### src/rtl/clock_mode_controller_pkg.sv
// Shared encodings for the clock UI sequencer: modes, edit fields, button indices, FSM states.
package clock_ctrl_pkg;

  typedef enum logic [1:0] {
    MODE_CLOCK     = 2'd0,
    MODE_STOPWATCH = 2'd1,
    MODE_ALARM     = 2'd2
  } mode_e;

  typedef enum logic [1:0] {
    FIELD_SEC  = 2'd0,
    FIELD_MIN  = 2'd1,
    FIELD_HOUR = 2'd2
  } field_e;

  typedef enum logic [1:0] {
    ST_IDLE = 2'd0,
    ST_EDIT = 2'd1,
    ST_SYNC = 2'd2
  } state_e;

  localparam int BTN_SET       = 0;
  localparam int BTN_SEL       = 1;
  localparam int BTN_CLEAR     = 2;
  localparam int BTN_MODE      = 3;
  localparam int BTN_ALARM_CLR = 4;
  localparam int BTN_SYNC      = 5;

  function automatic mode_e next_mode(input mode_e m);
    case (m)
      MODE_CLOCK:     return MODE_STOPWATCH;
      MODE_STOPWATCH: return MODE_ALARM;
      default:        return MODE_CLOCK;
    endcase
  endfunction

  function automatic field_e next_field(input field_e f);
    case (f)
      FIELD_SEC: return FIELD_MIN;
      FIELD_MIN: return FIELD_HOUR;
      default:   return FIELD_SEC;
    endcase
  endfunction

  function automatic logic [2:0] field_onehot(input field_e f);
    case (f)
      FIELD_SEC:  return 3'b001;
      FIELD_MIN:  return 3'b010;
      FIELD_HOUR: return 3'b100;
      default:    return 3'b000;
    endcase
  endfunction

endpackage

### src/rtl/clock_mode_controller_edit_timer.sv
// Edit-mode cycle timing: blink half-period strobe and, with SET_TIMEOUT_EN defined,
// the inactivity timeout strobe. Both restart on i_clr and stay idle while i_en is low.
module edit_timer #(
  parameter int BLINK_DIV  = 25_000_000,
  parameter int TMO_CYCLES = 1_000_000_000
) (
  input  logic clk,
  input  logic reset,
  input  logic i_en,
  input  logic i_clr,
  output logic o_blink_tgl,
  output logic o_timeout
);

  localparam int BW = (BLINK_DIV > 1) ? $clog2(BLINK_DIV) : 1;

  logic [BW-1:0] r_blink_cnt;
  logic          w_blink_wrap;

  assign w_blink_wrap = (r_blink_cnt == BW'(BLINK_DIV - 1));
  assign o_blink_tgl  = i_en && !i_clr && w_blink_wrap;

  always_ff @(posedge clk or posedge reset) begin
    if (reset) begin
      r_blink_cnt <= {BW{1'b0}};
    end else if (i_clr || !i_en || w_blink_wrap) begin
      r_blink_cnt <= {BW{1'b0}};
    end else begin
      r_blink_cnt <= r_blink_cnt + BW'(1);
    end
  end

`ifdef SET_TIMEOUT_EN
  localparam int TW = (TMO_CYCLES > 1) ? $clog2(TMO_CYCLES) : 1;

  logic [TW-1:0] r_tmo_cnt;
  logic          w_tmo_hit;

  assign w_tmo_hit = (r_tmo_cnt == TW'(TMO_CYCLES - 1));
  // A button event in the terminal cycle restarts the count rather than expiring it.
  assign o_timeout = i_en && !i_clr && w_tmo_hit;

  always_ff @(posedge clk or posedge reset) begin
    if (reset) begin
      r_tmo_cnt <= {TW{1'b0}};
    end else if (i_clr || !i_en || w_tmo_hit) begin
      r_tmo_cnt <= {TW{1'b0}};
    end else begin
      r_tmo_cnt <= r_tmo_cnt + TW'(1);
    end
  end
`else
  assign o_timeout = 1'b0;
`endif

endmodule

### src/rtl/clock_mode_controller.sv
// Clock user-interface sequencer: IDLE/EDIT/SYNC FSM driven by debounced button edges.
// Define SET_TIMEOUT_EN to leave EDIT automatically after TIMEOUT_SEC of inactivity.
module clock_mode_controller
  import clock_ctrl_pkg::*;
#(
  parameter int CLK_FREQ    = 100_000_000,
  parameter int TIMEOUT_SEC = 10,
  parameter int BLINK_DIV   = 25_000_000
) (
  input  logic       clk,
  input  logic       reset,
  input  logic [5:0] btn_nedge,
  input  logic       btn_pedge,
  input  logic       sync_ack,
  output logic [1:0] mode,
  output logic       editing,
  output logic [1:0] field,
  output logic [2:0] inc,
  output logic       sw_run,
  output logic       sw_clr,
  output logic       alarm_ack,
  output logic       sync_req,
  output logic       blink
);

  state_e     r_state;
  mode_e      r_mode;
  field_e     r_field;
  logic       r_editing;
  logic [2:0] r_inc;
  logic       r_sw_run;
  logic       r_sw_clr;
  logic       r_alarm_ack;
  logic       r_sync_req;
  logic       r_blink;

  logic w_in_edit;
  logic w_tmr_clr;
  logic w_blink_tgl;
  logic w_timeout;

  assign w_in_edit = (r_state == ST_EDIT);
  assign w_tmr_clr = !w_in_edit || btn_nedge[BTN_SET] || btn_nedge[BTN_SEL] || btn_pedge;

  edit_timer #(
    .BLINK_DIV (BLINK_DIV),
    .TMO_CYCLES(CLK_FREQ * TIMEOUT_SEC)
  ) u_edit_timer (
    .clk        (clk),
    .reset      (reset),
    .i_en       (w_in_edit),
    .i_clr      (w_tmr_clr),
    .o_blink_tgl(w_blink_tgl),
    .o_timeout  (w_timeout)
  );

  always_ff @(posedge clk or posedge reset) begin
    if (reset) begin
      r_state     <= ST_IDLE;
      r_mode      <= MODE_CLOCK;
      r_field     <= FIELD_SEC;
      r_editing   <= 1'b0;
      r_inc       <= 3'b000;
      r_sw_run    <= 1'b0;
      r_sw_clr    <= 1'b0;
      r_alarm_ack <= 1'b0;
      r_sync_req  <= 1'b0;
      r_blink     <= 1'b0;
    end else begin
      r_inc       <= 3'b000;
      r_sw_clr    <= 1'b0;
      r_alarm_ack <= btn_nedge[BTN_ALARM_CLR];
      case (r_state)
        ST_IDLE: begin
          r_blink <= 1'b0;
          if (btn_nedge[BTN_SYNC] && (r_mode == MODE_CLOCK)) begin
            r_state    <= ST_SYNC;
            r_sync_req <= 1'b1;
          end else if (btn_nedge[BTN_SET]) begin
            if (r_mode == MODE_STOPWATCH) begin
              r_sw_run <= !r_sw_run;
            end else begin
              r_state   <= ST_EDIT;
              r_editing <= 1'b1;
              r_field   <= FIELD_SEC;
              r_blink   <= 1'b1;
            end
          end else if (btn_nedge[BTN_MODE]) begin
            r_mode <= next_mode(r_mode);
          end else if (btn_nedge[BTN_CLEAR] && (r_mode == MODE_STOPWATCH) && !r_sw_run) begin
            r_sw_clr <= 1'b1;
          end else begin
            r_state <= ST_IDLE;
          end
        end
        ST_EDIT: begin
          // Clear shares the up button, so its release is deliberately not decoded here.
          if (btn_nedge[BTN_SET] || w_timeout) begin
            r_state   <= ST_IDLE;
            r_editing <= 1'b0;
            r_blink   <= 1'b0;
          end else if (btn_nedge[BTN_SEL]) begin
            r_field <= next_field(r_field);
          end else if (btn_pedge) begin
            r_inc   <= field_onehot(r_field);
            r_blink <= 1'b1;
          end else if (w_blink_tgl) begin
            r_blink <= !r_blink;
          end else begin
            r_blink <= r_blink;
          end
        end
        ST_SYNC: begin
          if (btn_nedge[BTN_SYNC] || sync_ack) begin
            r_state    <= ST_IDLE;
            r_sync_req <= 1'b0;
          end else begin
            r_sync_req <= 1'b1;
          end
        end
        default: begin
          r_state    <= ST_IDLE;
          r_editing  <= 1'b0;
          r_sync_req <= 1'b0;
          r_blink    <= 1'b0;
        end
      endcase
    end
  end

  assign mode      = r_mode;
  assign editing   = r_editing;
  assign field     = r_field;
  assign inc       = r_inc;
  assign sw_run    = r_sw_run;
  assign sw_clr    = r_sw_clr;
  assign alarm_ack = r_alarm_ack;
  assign sync_req  = r_sync_req;
  assign blink     = r_blink;

endmodule
### config.mk
export PLATFORM = sky130hd
export DESIGN_NAME = clock_mode_controller
export DESIGN_NICKNAME = d
export VERILOG_FILES = /design/src/rtl/clock_mode_controller_pkg.sv /design/src/rtl/clock_mode_controller_edit_timer.sv /design/src/rtl/clock_mode_controller.sv
export SDC_FILE = /design/constraint.sdc
export NUM_CORES = 1
export LEC_CHECK = 0
export ABC_AREA = 1
export BUFFER_PORTS_ARGS = -buffer_cell sky130_fd_sc_hd__buf_4
export CAP_MARGIN = 10
export CORE_MARGIN = 2
export CORE_UTILIZATION = 50
export CTS_CLUSTER_SIZE = 40
export DETAILED_ROUTE_END_ITERATION = 12
export GPL_TIMING_DRIVEN = 0
export PLACE_DENSITY = 0.67
export SETUP_SLACK_MARGIN = 0.05
export SYNTH_ARGS = -nofsm -noshare
export SYNTH_HDL_FRONTEND = slang
export SYNTH_HIERARCHICAL = 1
export SYNTH_SLANG_ARGS = --single-unit
### constraint.sdc
create_clock -name clk -period 2.4 [get_ports clk]
set_input_delay 0.12 -clock clk [delete_from_list [all_inputs] [get_ports clk]]
set_output_delay 0.12 -clock clk [all_outputs]
set_load 0.01 [all_outputs]
==> out/metrics.yaml, run 1 <==
cp_max_fo: 6
die_w_um: 72.1
cts_buffers: 5
min_path_type: "in -> reg"
worstReg2RegStart: "u_edit_timer/r_blink_cnt[0]"
status: "complete, no violations"
drc: 0
antenna_found_initial: 0
start_util_pct: 52.6
crit_required_ns: 2.59
max_stage_delay_ns: 0.43
postCtsSetupBuffers: 0
grt_usage_pct: 20.8
syn_avg_cell_area_um2: 7.25
cts.sinks: 40
grt_pass1_vias: 1919
vdd_drop_max_v: 0.000443
finalCritPeriodShare_pct: 78.8
yosysWarnings: 6
wl_mm: 4.83
cts_tree: "done"
max_slew_margin_pct: 35.5
power_mw: 1.81
grt_max_degree: 26
syn_area_um2: 2320
dpl_cell_area_um2: 2550
fin_nets: 363
yosysTopAreaCell: "dfrtp_1"
rsz0062_at_grt: "false"
die_h_um: 72.1
synthMuxAreaShare_pct: 0
p_per_area_nw_per_um2: 677
cp-startpoint: "u_edit_timer/r_blink_cnt[0]"
n_fill_cell: 424
area_delta_synth_final_pct: 15.2
vias: 2020
cellLeakagePower_nw: 1.21
synth_top_flop_cell: "dfrtp_1"
drive_above_1_share_pct: 17.3
num_rows: 24
max_freq_ghz: 0.529
synth_edf_count: 0
yosysMostFrequentCell: "nand2_1"
critPathKind: "reg -> reg"
cts-root-buf: "clkbuf_8"
cts.path.max_buffers: 2
hold_start: "btn_nedge[2]"
routedWlPerCell_um: 11.9
clk_latency_ns: 0.29
h-tree-depth: 2
finalHoldViolCount: 0
synth_xor_area_share_pct: 4.53
crit_path_cell_trace: "ha_1, inv_1, nor2_8, nand2_4, nor2_2, nand2_2, nor3_1, nor2_1, nor2_1, nand2_1, nand3_1, nand2_1"
synth_fa_ha_area_share_pct: 0.539
grt_pass1_wl_mm: 8.38
grt.overflow.total: 0
synth-seq-cells: 40
vias_per_cell: 4.99
arrival_ns: 2.08
fin_skew_ns: 0.00617
tns_ns: 0
worst_pin_slew_ns: 0.966
drtIter0Drc: 132
yosysSeqAreaShare_pct: 43.1
drv_cap: 0
synthCells: 320
drtPass1Iterations: 4
gp_congestion: 0.952
ys_top_cells_by_area: "dfrtp_1 (43%), nand2_1 (16%), nor2_1 (10%)"
synth_common_cells: "nand2_1 (100), nor2_1 (62), dfrtp_1 (40)"
synth_nets: 331
synth_top_family_by_area: "simple AND/OR/NAND/NOR gates"
synth_compound_area_share_pct: 3.13
final.min_clock_period_ns: 1.89
port_buffers: 22
clk_pin_slew_ns: 0.08
ys_types: 29
startpoint_type: "register"
postLayoutCellArea_um2: 2670
diodes: 0
endpoint_kind: "register"
critPathSlowestCell: "dfrtp_1"
synth_simple_gate_area_share_pct: 41.9
core-area_um2: 4410
netlist.area_leader.share_pct: 43.1
drtAntennaViolNets: 0
setup_viol: 0
synthArstFlopShare_pct: 100
dieArea_um2: 5200
hpwlAfterDp_mm: 3.67
final_max_slew_viol_count: 0
io-pin-count: 23
==> final timing paths <==
| check | end | slack, ns | depth (start not counted) |
|---|---|---|---|
| max | blink | 0.51 | 12 |
| min | sw_clr | 0.08 | 3 |
| max reg2reg | blink | 0.51 | 12 |
| min reg2reg | editing | 0.48 | 2 |
| max in group asynchronous | u_edit_timer/r_blink_cnt[21] | 1.19 | 3 |
| min in group asynchronous | sw_clr | 0.45 | 3 |
==> cell families after synthesis <==
logic type	Yosys count
AND/OR/NAND/NOR	219
flip-flops	40
buffers and inverters	36
XOR/XNOR	12
AO/OA/AOI/OAI	11
adder cells (fa/ha/maj)	1
other	1
==> metal layers <==
| layer | global-route usage (%) | part of all wire (%) |
|---|---|---|
| met1 | 29.5 | 50 |
| met2 | 30.3 | 44 |
| met3 | 4.58 | 4.6 |
| met4 | 9.43 | 1.7 |
| met5 | 0 | 0 |
==> per-stage QoR <==
step | util [%] | hold WS, ns | worst slack [ns] | cells
CTS | 60.5 | 0.0814 | 0.500 | 405
global placement | 57.8 | 0.229 | 0.539 | 394
floorplan | - | 0.0215 | 0.761 | 320
global route | 60.5 | 0.0847 | 0.413 | 405
detailed placement | 57.8 | 0.234 | 0.511 | 394
finish | 60.5 | 0.0849 | 0.510 | 405
==> worst max-delay path: cells and delay by family (launching register included) <==
kind,cells,cell delay [ns]
simple gates,10,1.00
buf+inv,1,0.11
fa+ha+maj,1,0.23
flops,1,0.43
==> sequential cells by signal, summed over array words and instances, names as in the netlist <==
| register | cells |
|---|---|
| blink | 1 |
| sw_clr | 1 |
| alarm_ack | 1 |
| sw_run | 1 |
| sync_req | 1 |
| field | 2 |
| r_state | 2 |
| editing | 1 |
| mode | 2 |
| inc | 3 |
| u_edit_timer/r_blink_cnt | 25 |
==> cells in the final DEF, fill, tap and decap left out, types with 5 or more instances in the layout <==
cell	instances
nor3_1	5
clkbuf_8	6
buf_4	23
nor2_2	12
nand3_1	20
nand2_1	100
nand2_2	7
xor2_1	9
inv_1	31
dfrtp_1	40
nor2_1	62
==> power breakdown <==
| part | leakage (nW) | internal (mW) | switching (mW) |
|---|---|---|---|
| clock network | 0.0510 | 0.229 | 0.231 |
| logic | 0.609 | 0.206 | 0.296 |
| registers | 0.545 | 0.750 | 0.0956 |
==> cell type report <==
| cell class | count | area [um2] | share of cell area [%] |
|---|---|---|---|
| multi-input combinational | 244 | 1160 | 43.6 |
| sequential | 40 | 1000 | 37.5 |
| timing repair buffer | 25 | 195 | 7.30 |
| inverter | 33 | 124 | 4.63 |
| clock buffer | 6 | 82.6 | 3.09 |
| tap | 52 | 65.1 | 2.43 |
| buffer | 3 | 30.0 | 1.12 |
| clock inverter | 2 | 10.0 | 0.375 |
==> repair_timing <==
item                                   in CTS  in global routing
setup endpoints to repair                   0                  0
gates resized for setup                     0                  0
hold buffers                                3                  0
endpoints found under the hold margin      17                  0
(Power assumes the default switching activity.)
==> run 2, diff against run 1 <==
PLACE_DENSITY = 0.7   (was 0.67)
clock period = 1.5 ns   (was 2.4 ns; I/O delays follow)
==> run 2 against run 1 <==
  * The run now ends with setup timing left
  * Design area is 11% higher
  * Critical path type unchanged
  * Register-to-register slack worse by 0.51 ns
  * Die area stayed put
  * Wire length is 13% higher
  * Sequential power is 62% higher
  * Critical endpoint is now u_edit_timer/r_blink_cnt[4]
  * Largest power group unchanged
  * Flip-flop and latch count stayed put
  * Fmax is 26% higher
==> out/metrics.yaml, run 2 (synthesis results as in run 1) <==
clockPowerShare_pct: 28.4  # +2.9 points
startpoint_type: "register"
drtAntennaViolNets: 0  # unchanged
drc: 0  # unchanged
dpl_cell_area_um2: 2560  # +0.29%
dieArea_um2: 5200  # unchanged
port_buffers: 22  # unchanged
diodes: 0  # unchanged
io-pin-count: 23  # unchanged
p_switching_mw: 1.02  # +63%
fin_skew_ns: 0.00657  # +0.000399 ns
setup_ws_ns: -0.0000902  # -0.510 ns
start_util_pct: 52.6  # unchanged
max_slew_margin_pct: 36.6  # +1.1 points
worst_pin_slew_ns: 0.950  # -0.0161 ns
wl_mm: 5.43  # +13%
area_delta_synth_final_pct: 27.7
drive_above_1_share_pct: 25.3  # +8.0 points
vdd_drop_max_v: 0.000909  # +110%
min_path_type: "in -> reg"
gp_congestion: 0.983  # +3.2%
finalCritPeriodShare_pct: 100  # +21 points
cts_tree: "done"
status: "complete, but fails checks"
critPathKind: "reg -> reg"
num_rows: 24  # unchanged
drtIter0Drc: 129  # -2.3%
violations: "setup timing"
vias_per_cell: 4.97  # -0.31%
multi_input_area_um2: 1230  # +5.8%
n_fill_cell: 395  # -6.8%
crit_required_ns: 1.68  # -0.91 ns
final_max_slew_viol_count: 0  # unchanged
max_freq_ghz: 0.667  # +26%
cp_max_fo: 10  # +4
intPower_mw: 2.03  # +71%
cts-root-buf: "clkbuf_8"
largest_reg_flops: 25  # unchanged
grt_pass1_vias: 2054  # +7.0%
p_per_area_nw_per_um2: 1030  # +52%
vias: 2128  # +5.3%
final.min_clock_period_ns: 1.50  # -0.390 ns
endpoint_kind: "register"
cts.sinks: 40  # unchanged
grt_pass1_wl_mm: 8.94  # +6.6%
drtPass1Iterations: 4  # unchanged
arrival_ns: 1.68  # -0.40 ns
hpwlAfterDp_mm: 3.74  # +2.1%
grt.overflow.total: 0  # unchanged
cts.path.max_buffers: 2  # unchanged
drv_cap: 0  # unchanged
grt_max_degree: 26  # unchanged
die_h_um: 72.1  # unchanged
seqCellArea_um2: 1000  # +0.25%
setup_viol: 1  # +1
cellLeakagePower_nw: 1.36  # +13%
cts_buffers: 5  # unchanged
core-area_um2: 4410  # unchanged
postLayoutCoreUtil_pct: 67.1  # +6.5 points
finalHoldViolCount: 0  # unchanged
grt_usage_pct: 22.0  # +1.3 points
pwr-share-seq_pct: 44.8  # -2.0 points
antenna_found_initial: 0  # unchanged
routedWlPerCell_um: 12.7  # +6.5%
die_w_um: 72.1  # unchanged
place_ws_ns: -0.232  # -0.744 ns
regMostFlops: "u_edit_timer/r_blink_cnt"
fin_nets: 386  # +6.3%
h-tree-depth: 2  # unchanged
rrSetupSlack_ns: -0.00009  # -0.51 ns
clk_pin_slew_ns: 0.07  # about the same
final_common_cell: "nand2_1"
final_cell_mix: "nand2_1 (98), nor2_1 (58), buf_4 (44)"
postLayoutCellArea_um2: 2960  # +11%
swShare_pct: 33.3  # -1.1 points
clk_latency_ns: 0.29  # about the same
p_comb_share_pct: 26.8  # -1.0 points
rsz0062_at_grt: "true"
-- run 2: changes by cell type in the layout (fill, tap and decap cells not counted), sizes merged --
cell,change
buf,+22
clkbuf,+1
clkinv,-1
bufinv,+1
-- run 2: per-stage QoR --
| step | hold WS (ns) | total power, mW | std cells | TNS, ns |
|---|---|---|---|---|
| 2_1_floorplan | -0.0235 | 1.88 | 320 | -0.0212 |
| 3_5_place_dp | 0.187 | 2.18 | 394 | -1.83 |
| 4_1_cts | 0.0354 | 3.07 | 417 | -0.0172 |
| 6_report | 0.0435 | 3.05 | 428 | -0.0000902 |
| 5_1_grt | 0.0450 | 3.23 | 428 | -1.80 |
| 3_3_place_gp | 0.185 | 2.16 | 394 | -1.53 |
-- run 2: layout make-up --
type / count / share of cell area (%)
buffer: 3 / 1.27
clock buffer: 6 / 2.45
clock inverter: 2 / 1.18
inverter: 33 / 4.27
multi-input combinational: 244 / 41.6
sequential: 40 / 33.9
tap: 52 / 2.20
timing repair buffer: 48 / 13.1
-- run 2: repair_timing --
action                                  4_1_cts  5_1_grt
pin swaps                                     5       11
buffers inserted                             12       10
endpoints found under the hold margin        17        0
endpoints found under the setup margin       23       26
gates resized for setup                       7       17
cloned                                        0        1
hold buffers                                  3        0
-- run 2: final timing paths --
kind,start,to,cells after the start
setup reg to reg,u_edit_timer/r_blink_cnt[1],u_edit_timer/r_blink_cnt[4],10
setup / recovery,u_edit_timer/r_blink_cnt[1],u_edit_timer/r_blink_cnt[4],10
max in group asynchronous,reset,u_edit_timer/r_blink_cnt[1],3
min in group asynchronous,reset,mode[0],3
hold reg to reg,editing,editing,2
hold / removal,btn_nedge[2],sw_clr,3
-- run 2: power by group through the flow --
stage               clock network [mW]  logic [mW]  registers, mW
floorplan                            0       0.490           1.40
global placement                     0       0.786           1.37
detailed placement                   0       0.808           1.37
CTS                              0.891       0.818           1.36
global route                     0.927       0.921           1.39
finish                           0.866       0.819           1.37
-- run 2: metal layers --
layer  part of all wire (%)  global-route usage (%)  wire (um)  up-vias
met1                     46                    27.3       2480      992
li1                       -                       -          -     1097
met4                    2.3                    9.01        124        0
met5                      0                       0          0        -
met3                    2.8                    3.33        154       10
met2                     49                    38.4       2670       29
-- run 2: worst max-delay path, stage by stage (launching register included) --
cell and delay, ns:
dfrtp_1 0.41, ha_4 0.17, inv_4 0.04, nor2_8 0.09, nand2_4 0.06, nor2_4 0.08
nand2_2 0.06, buf_4 0.14, nand2_4 0.13, buf_8 0.15, nor2_1 0.05
